===== src/rtl/accumulator16.sv =====
// accumulator16: 16-bit accumulator with a valid/ready handshake on both sides.
// Ports: CLK, Reset (sync, active-high); Din/OP/InValid/InReady operand side;
//        AccOut/OutValid/OutReady result side; Zero/Carry/Overflow flags.
module accumulator16 (
    input  logic        CLK,
    input  logic        Reset,
    input  logic [15:0] Din,
    input  logic [2:0]  OP,
    input  logic        InValid,
    output logic        InReady,
    output logic [15:0] AccOut,
    output logic        OutValid,
    input  logic        OutReady,
    output logic        Zero,
    output logic        Carry,
    output logic        Overflow
);

    typedef enum logic [1:0] {
        IDLE = 2'd0,
        EXEC = 2'd1,
        HOLD = 2'd2
    } state_t;

    localparam logic [2:0] OP_LOAD = 3'b000;
    localparam logic [2:0] OP_ADD  = 3'b001;
    localparam logic [2:0] OP_SUB  = 3'b010;
    localparam logic [2:0] OP_AND  = 3'b011;
    localparam logic [2:0] OP_OR   = 3'b100;
    localparam logic [2:0] OP_XOR  = 3'b101;
    localparam logic [2:0] OP_SHL  = 3'b110;
    localparam logic [2:0] OP_CLR  = 3'b111;

    state_t      state_q, state_d;
    logic [15:0] din_q;
    logic [2:0]  op_q;
    logic [15:0] acc_q, acc_d;
    logic        zero_q, carry_q, ovf_q;
    logic        carry_d, ovf_d;
    logic [16:0] wide;

    // Next-state logic; handshakes only move the FSM in their own state.
    always_comb begin
        state_d = state_q;
        unique case (state_q)
            IDLE:    if (InValid)  state_d = EXEC;
            EXEC:                  state_d = HOLD;
            HOLD:    if (OutReady) state_d = IDLE;
            default:               state_d = IDLE;
        endcase
    end

    // Datapath: result and flags of the captured operation.
    always_comb begin
        acc_d   = acc_q;
        carry_d = 1'b0;
        ovf_d   = 1'b0;
        wide    = 17'd0;
        unique case (op_q)
            OP_LOAD: acc_d = din_q;
            OP_ADD: begin
                wide    = {1'b0, acc_q} + {1'b0, din_q};
                acc_d   = wide[15:0];
                carry_d = wide[16];
                ovf_d   = (acc_q[15] == din_q[15]) &&
                          (wide[15] != acc_q[15]);
            end
            OP_SUB: begin
                // Bit 16 of the 17-bit difference is the unsigned borrow.
                wide    = {1'b0, acc_q} - {1'b0, din_q};
                acc_d   = wide[15:0];
                carry_d = wide[16];
                ovf_d   = (acc_q[15] != din_q[15]) &&
                          (wide[15] != acc_q[15]);
            end
            OP_AND:  acc_d = acc_q & din_q;
            OP_OR:   acc_d = acc_q | din_q;
            OP_XOR:  acc_d = acc_q ^ din_q;
            OP_SHL: begin
                acc_d   = {acc_q[14:0], 1'b0};
                carry_d = acc_q[15];
            end
            OP_CLR:  acc_d = 16'h0000;
            default: acc_d = acc_q;
        endcase
    end

    always_ff @(posedge CLK) begin
        if (Reset) begin
            state_q <= IDLE;
            din_q   <= 16'h0000;
            op_q    <= 3'b000;
            acc_q   <= 16'h0000;
            zero_q  <= 1'b1;
            carry_q <= 1'b0;
            ovf_q   <= 1'b0;
        end else begin
            state_q <= state_d;
            if (state_q == IDLE && InValid) begin
                din_q <= Din;
                op_q  <= OP;
            end
            if (state_q == EXEC) begin
                acc_q   <= acc_d;
                zero_q  <= (acc_d == 16'h0000);
                carry_q <= carry_d;
                ovf_q   <= ovf_d;
            end
        end
    end

    assign InReady  = (state_q == IDLE);
    assign OutValid = (state_q == HOLD);
    assign AccOut   = acc_q;
    assign Zero     = zero_q;
    assign Carry    = carry_q;
    assign Overflow = ovf_q;

endmodule


===== config.mk =====
export PLATFORM = sky130hd
export DESIGN_NAME = accumulator16
export DESIGN_NICKNAME = d
export VERILOG_FILES = /design/src/rtl/accumulator16.sv
export SDC_FILE = /design/constraint.sdc
export NUM_CORES = 1
export LEC_CHECK = 0
export ABC_AREA = 1
export CORE_ASPECT_RATIO = 0.5
export CORE_MARGIN = 4
export CORE_UTILIZATION = 25
export CTS_CLUSTER_DIAMETER = 40
export DETAILED_ROUTE_END_ITERATION = 7
export GPL_ROUTABILITY_DRIVEN = 0
export HOLD_SLACK_MARGIN = 0.06
export SYNTH_ARGS = -nofsm -noshare
export SYNTH_HDL_FRONTEND = slang
export SYNTH_SLANG_ARGS = --single-unit

===== constraint.sdc =====
create_clock -name CLK -period 2.7 [get_ports CLK]
set_input_delay 0.54 -clock CLK [delete_from_list [all_inputs] [get_ports CLK]]
set_output_delay 0.54 -clock CLK [all_outputs]
set_load 0.01 [all_outputs]

==> flow_summary_export.csv <==
group,metric,value,unit
outcome,status,"complete, no violations",
timing,fin_skew,0.00373,ns
final_layout,synthToLayoutAreaGrowth,16.8,%
timing,rsz0062_at_grt,"false",
setup_path,r2r_cells,14,
min_path,hold_depth,2,
setup_path,crit_type,"flip-flop to flip-flop",
clocking,cts_tree,"built",
clocking,cts_inserted_buffers,5,
timing,setup_tns,0,ns
timing,finalSetupViolations,0,
final_layout,antenna_cells,0,
floorplanning,die_h,104,µm
final_layout,final_cell_mix,"nand2_1 (183), inv_1 (119), nand3_1 (78), nor2_1 (70), ha_1 (48)",
clocking,insertion_delay,0.29,ns
timing,maxSlewHeadroom,62.2,%
setup_path,crit_top_cell,"nand2_1",
yosys,synth_nets,833,
grt,gr-total-overflow,0,
routing,wl_met1,7.88,mm
power,p_int,1.40,mW
final_layout,drive_gt1_share,7.96,%
clocking,cts.sinks,40,
grt,grt_antenna_before_repair,0,
floorplanning,rows,34,
routing,dr_wl_met2,6.46,mm
final_layout,finalNetCount,866,
setup_path,reg2reg_slack,0.15,ns
routing,met3WireLength,1.48,mm
clocking,clock-root-buffer,"clkbuf_16",
routing,drcViolationCount,0,
power,p_sw_share,43.5,%
min_path,holdCritPathClass,"flip-flop to flip-flop",
setup_path,worstSetupStartpoint,"AccOut[6]",
setup_path,path_buf_inv,1,
flow_run,cap_violations,0,
floorplanning,dieArea,20900,µm²
yosys,netlist_instances,757,
routing,drt_pass1_iterations,7,
setup_path,worst_r2r_endpoint,"Zero",
power,p_per_area,459,nW/µm²
yosys,ys_types,37,
floorplanning,start_util,26.1,%
power,p_clk_share,25.8,%
clocking,htree_levels,2,
clocking,cts_setup_buffers,0,
setup_path,reg2reg_from,"AccOut[6]",
timing,worst_pin_slew,0.566,ns
setup_path,worstPathMaxFanout,8,
setup_path,crit_chain,"inv_1 -> ha_1 -> nand2_1 -> nor2_1 -> nand3_1 -> nand2_1 -> nand2_2 -> nand2_2 -> nand2_1 -> nand3_1 -> nand4_1 -> nor2_1 -> nand4_1 -> nand2_1",
setup_path,critPathMaxStageDelay,0.49,ns
setup_path,worstSetupEndpoint,"Zero",
routing,final_antenna_net_count,0,
routing,routed_wl,16.1,mm
routing,vias_per_cell,4.98,
power,peakVddDrop,0.000210,V
grt,grt_max_degree,40,
routing,top_layer,"met4",
setup_path,crit_slowest_cell,"ha_1",
setup_path,cp_top_family,"simple AND/OR/NAND/NOR gates",
clocking,cts_hold_buf,0,
place,dp_hpwl,12.5,mm
power,seqPwrFrac,28.3,%
floorplanning,io_pins,44,
power,pwr-share-comb,45.9,%
yosys,netlist_area,4630,µm²
setup_path,required,2.94,ns
routing,drt_iter0_drc,574,
timing,finalCritPeriodShare,94.3,%
final_layout,fillerInstances,1943,
grt,grt_pass1_wl,25.3,mm
yosys,ys_ff_latch,40,
floorplanning,die_w,200,µm
yosys,avgSynthCellArea,6.11,µm²
setup_path,end_kind,"flip-flop",
setup_path,crit_arrival,2.79,ns
timing,final.min_clock_period,2.55,ns
final_layout,postLayoutCoreUtil,30.5,%
clocking,cts-resized-gates,0,
timing,fmax,0.393,GHz
setup_path,start_kind,"flip-flop",
timing,drv_slew,0,
power,p_leak,2.52,nW
yosys,yosysWarningCount,0,
timing,hold_viol_final,0,
clocking,clkTransAtPathRegs,0.07,ns
setup_path,path_depth,14,
yosys,yosysSeqAreaShare,17.3,%
power,p_sw,1.08,mW
clocking,clockBufferDepth,2,
floorplanning,coreArea,17700,µm²
grt,grt_pass1_vias,4654,
routing,wire_per_inst,15.7,µm
routing,dr_total_vias,5106,
place,portBuffers,43,
final_layout,final_common_cell,"nand2_1",
grt,grtUsageTotal,14.9,%
final cells by class:
class	count	area, µm²	area share [%]
clock buffer	6	139	2.57
clock inverter	2	15.0	0.278
inverter	128	490	9.08
multi-input combinational	559	3110	57.5
sequential	40	806	14.9
tap	234	293	5.42
timing repair buffer	56	553	10.2
sequential cells by signal, summed over array words and instances, names as in the netlist:
name      flops
din_q        16
AccOut       16
Zero          1
state_q       2
Carry         1
op_q          3
Overflow      1
worst min-delay path by stage:
| stage | startpoint | end | slack, ns |
|---|---|---|---|
| 4_1_cts | Carry | Carry | 0.48 |
| 3_3_place_gp | Carry | Carry | 0.46 |
| 6_report | Carry | Carry | 0.48 |
| 2_1_floorplan | op_q[1] | op_q[1] | 0.46 |
| 5_1_grt | Carry | Carry | 0.53 |
| 3_5_place_dp | Carry | Carry | 0.47 |
per-stage QoR:
stage | total power, mW | instances | cell area [µm²] | setup WS [ns] | hold slack (ns)
2_1_floorplan | 1.50 | 757 | 4630 | 0.628 | 0.456
3_3_place_gp | 1.81 | 1017 | 5230 | 0.138 | 0.455
3_5_place_dp | 1.81 | 1017 | 5230 | 0.143 | 0.467
4_1_cts | 2.46 | 1025 | 5380 | 0.111 | 0.480
5_1_grt | 2.63 | 1025 | 5400 | 0.00596 | 0.527
6_report | 2.48 | 1025 | 5400 | 0.154 | 0.481
cell families (layout without fill, tap and decap cells):
family | count (synthesis) | in the layout | share of synthesized area, %
simple gates | 384 | 384 | 37.0
buf+inv | 158 | 192 | 15.9
compound gates | 121 | 121 | 14.9
fa+ha+maj | 53 | 53 | 14.7
flops | 40 | 40 | 17.3
xor+xnor | 1 | 1 | 0.189
power groups by stage:
| stage | Sequential [mW] | Clock (mW) | Combinational [mW] |
|---|---|---|---|
| after floorplan | 0.700 | 0 | 0.804 |
| after global placement | 0.709 | 0 | 1.10 |
| after detailed placement | 0.712 | 0 | 1.10 |
| after CTS | 0.698 | 0.652 | 1.11 |
| after global routing | 0.710 | 0.668 | 1.26 |
| final | 0.701 | 0.640 | 1.14 |
worst min-delay path, delay by kind of cell, from the launching register on:
kind | cells | cell delay, ns
AO/OA/AOI/OAI | 1 | 0.06
flip-flops | 1 | 0.32
AND/OR/NAND/NOR | 1 | 0.06
routing by layer:
layer,GRT usage [%],vias to the layer above
li1,-,2504
met5,0,-
met1,22.7,2327
met4,3.24,0
met2,21.9,253
met3,2.21,22
synthesized netlist by cell type:
cell,count,area [µm²]
a21oi_2,4,35.0
buf_6,10,113
nor3_2,2,20.0
nor2_2,6,37.5
and2_1,4,25.0
clkbuf_1,8,30.0
nor3_1,3,15.0
o21ai_0,37,185
a211oi_2,1,12.5
inv_4,4,25.0
clkbuf_8,3,41.3
buf_4,7,52.6
o22ai_1,8,50.1
o21bai_1,2,15.0
nand3_2,2,20.0
xor2_1,1,8.76
o211ai_1,3,22.5
inv_1,120,450
nand4_1,22,138
o21ai_1,5,25.0
nand2_2,7,43.8
a21oi_1,47,235
inv_2,4,15.0
nor2_1,70,263
ha_1,51,638
fa_1,2,40.0
dfxtp_1,40,801
nor2_4,2,22.5
a211oi_1,10,75.1
nand3b_1,3,22.5
buf_2,2,10.0
a21boi_0,1,7.51
nand2_4,1,11.3
nand3_1,78,390
o221ai_1,3,26.3
nand3_4,1,17.5
nand2_1,183,687
(Power assumes the default switching activity.)
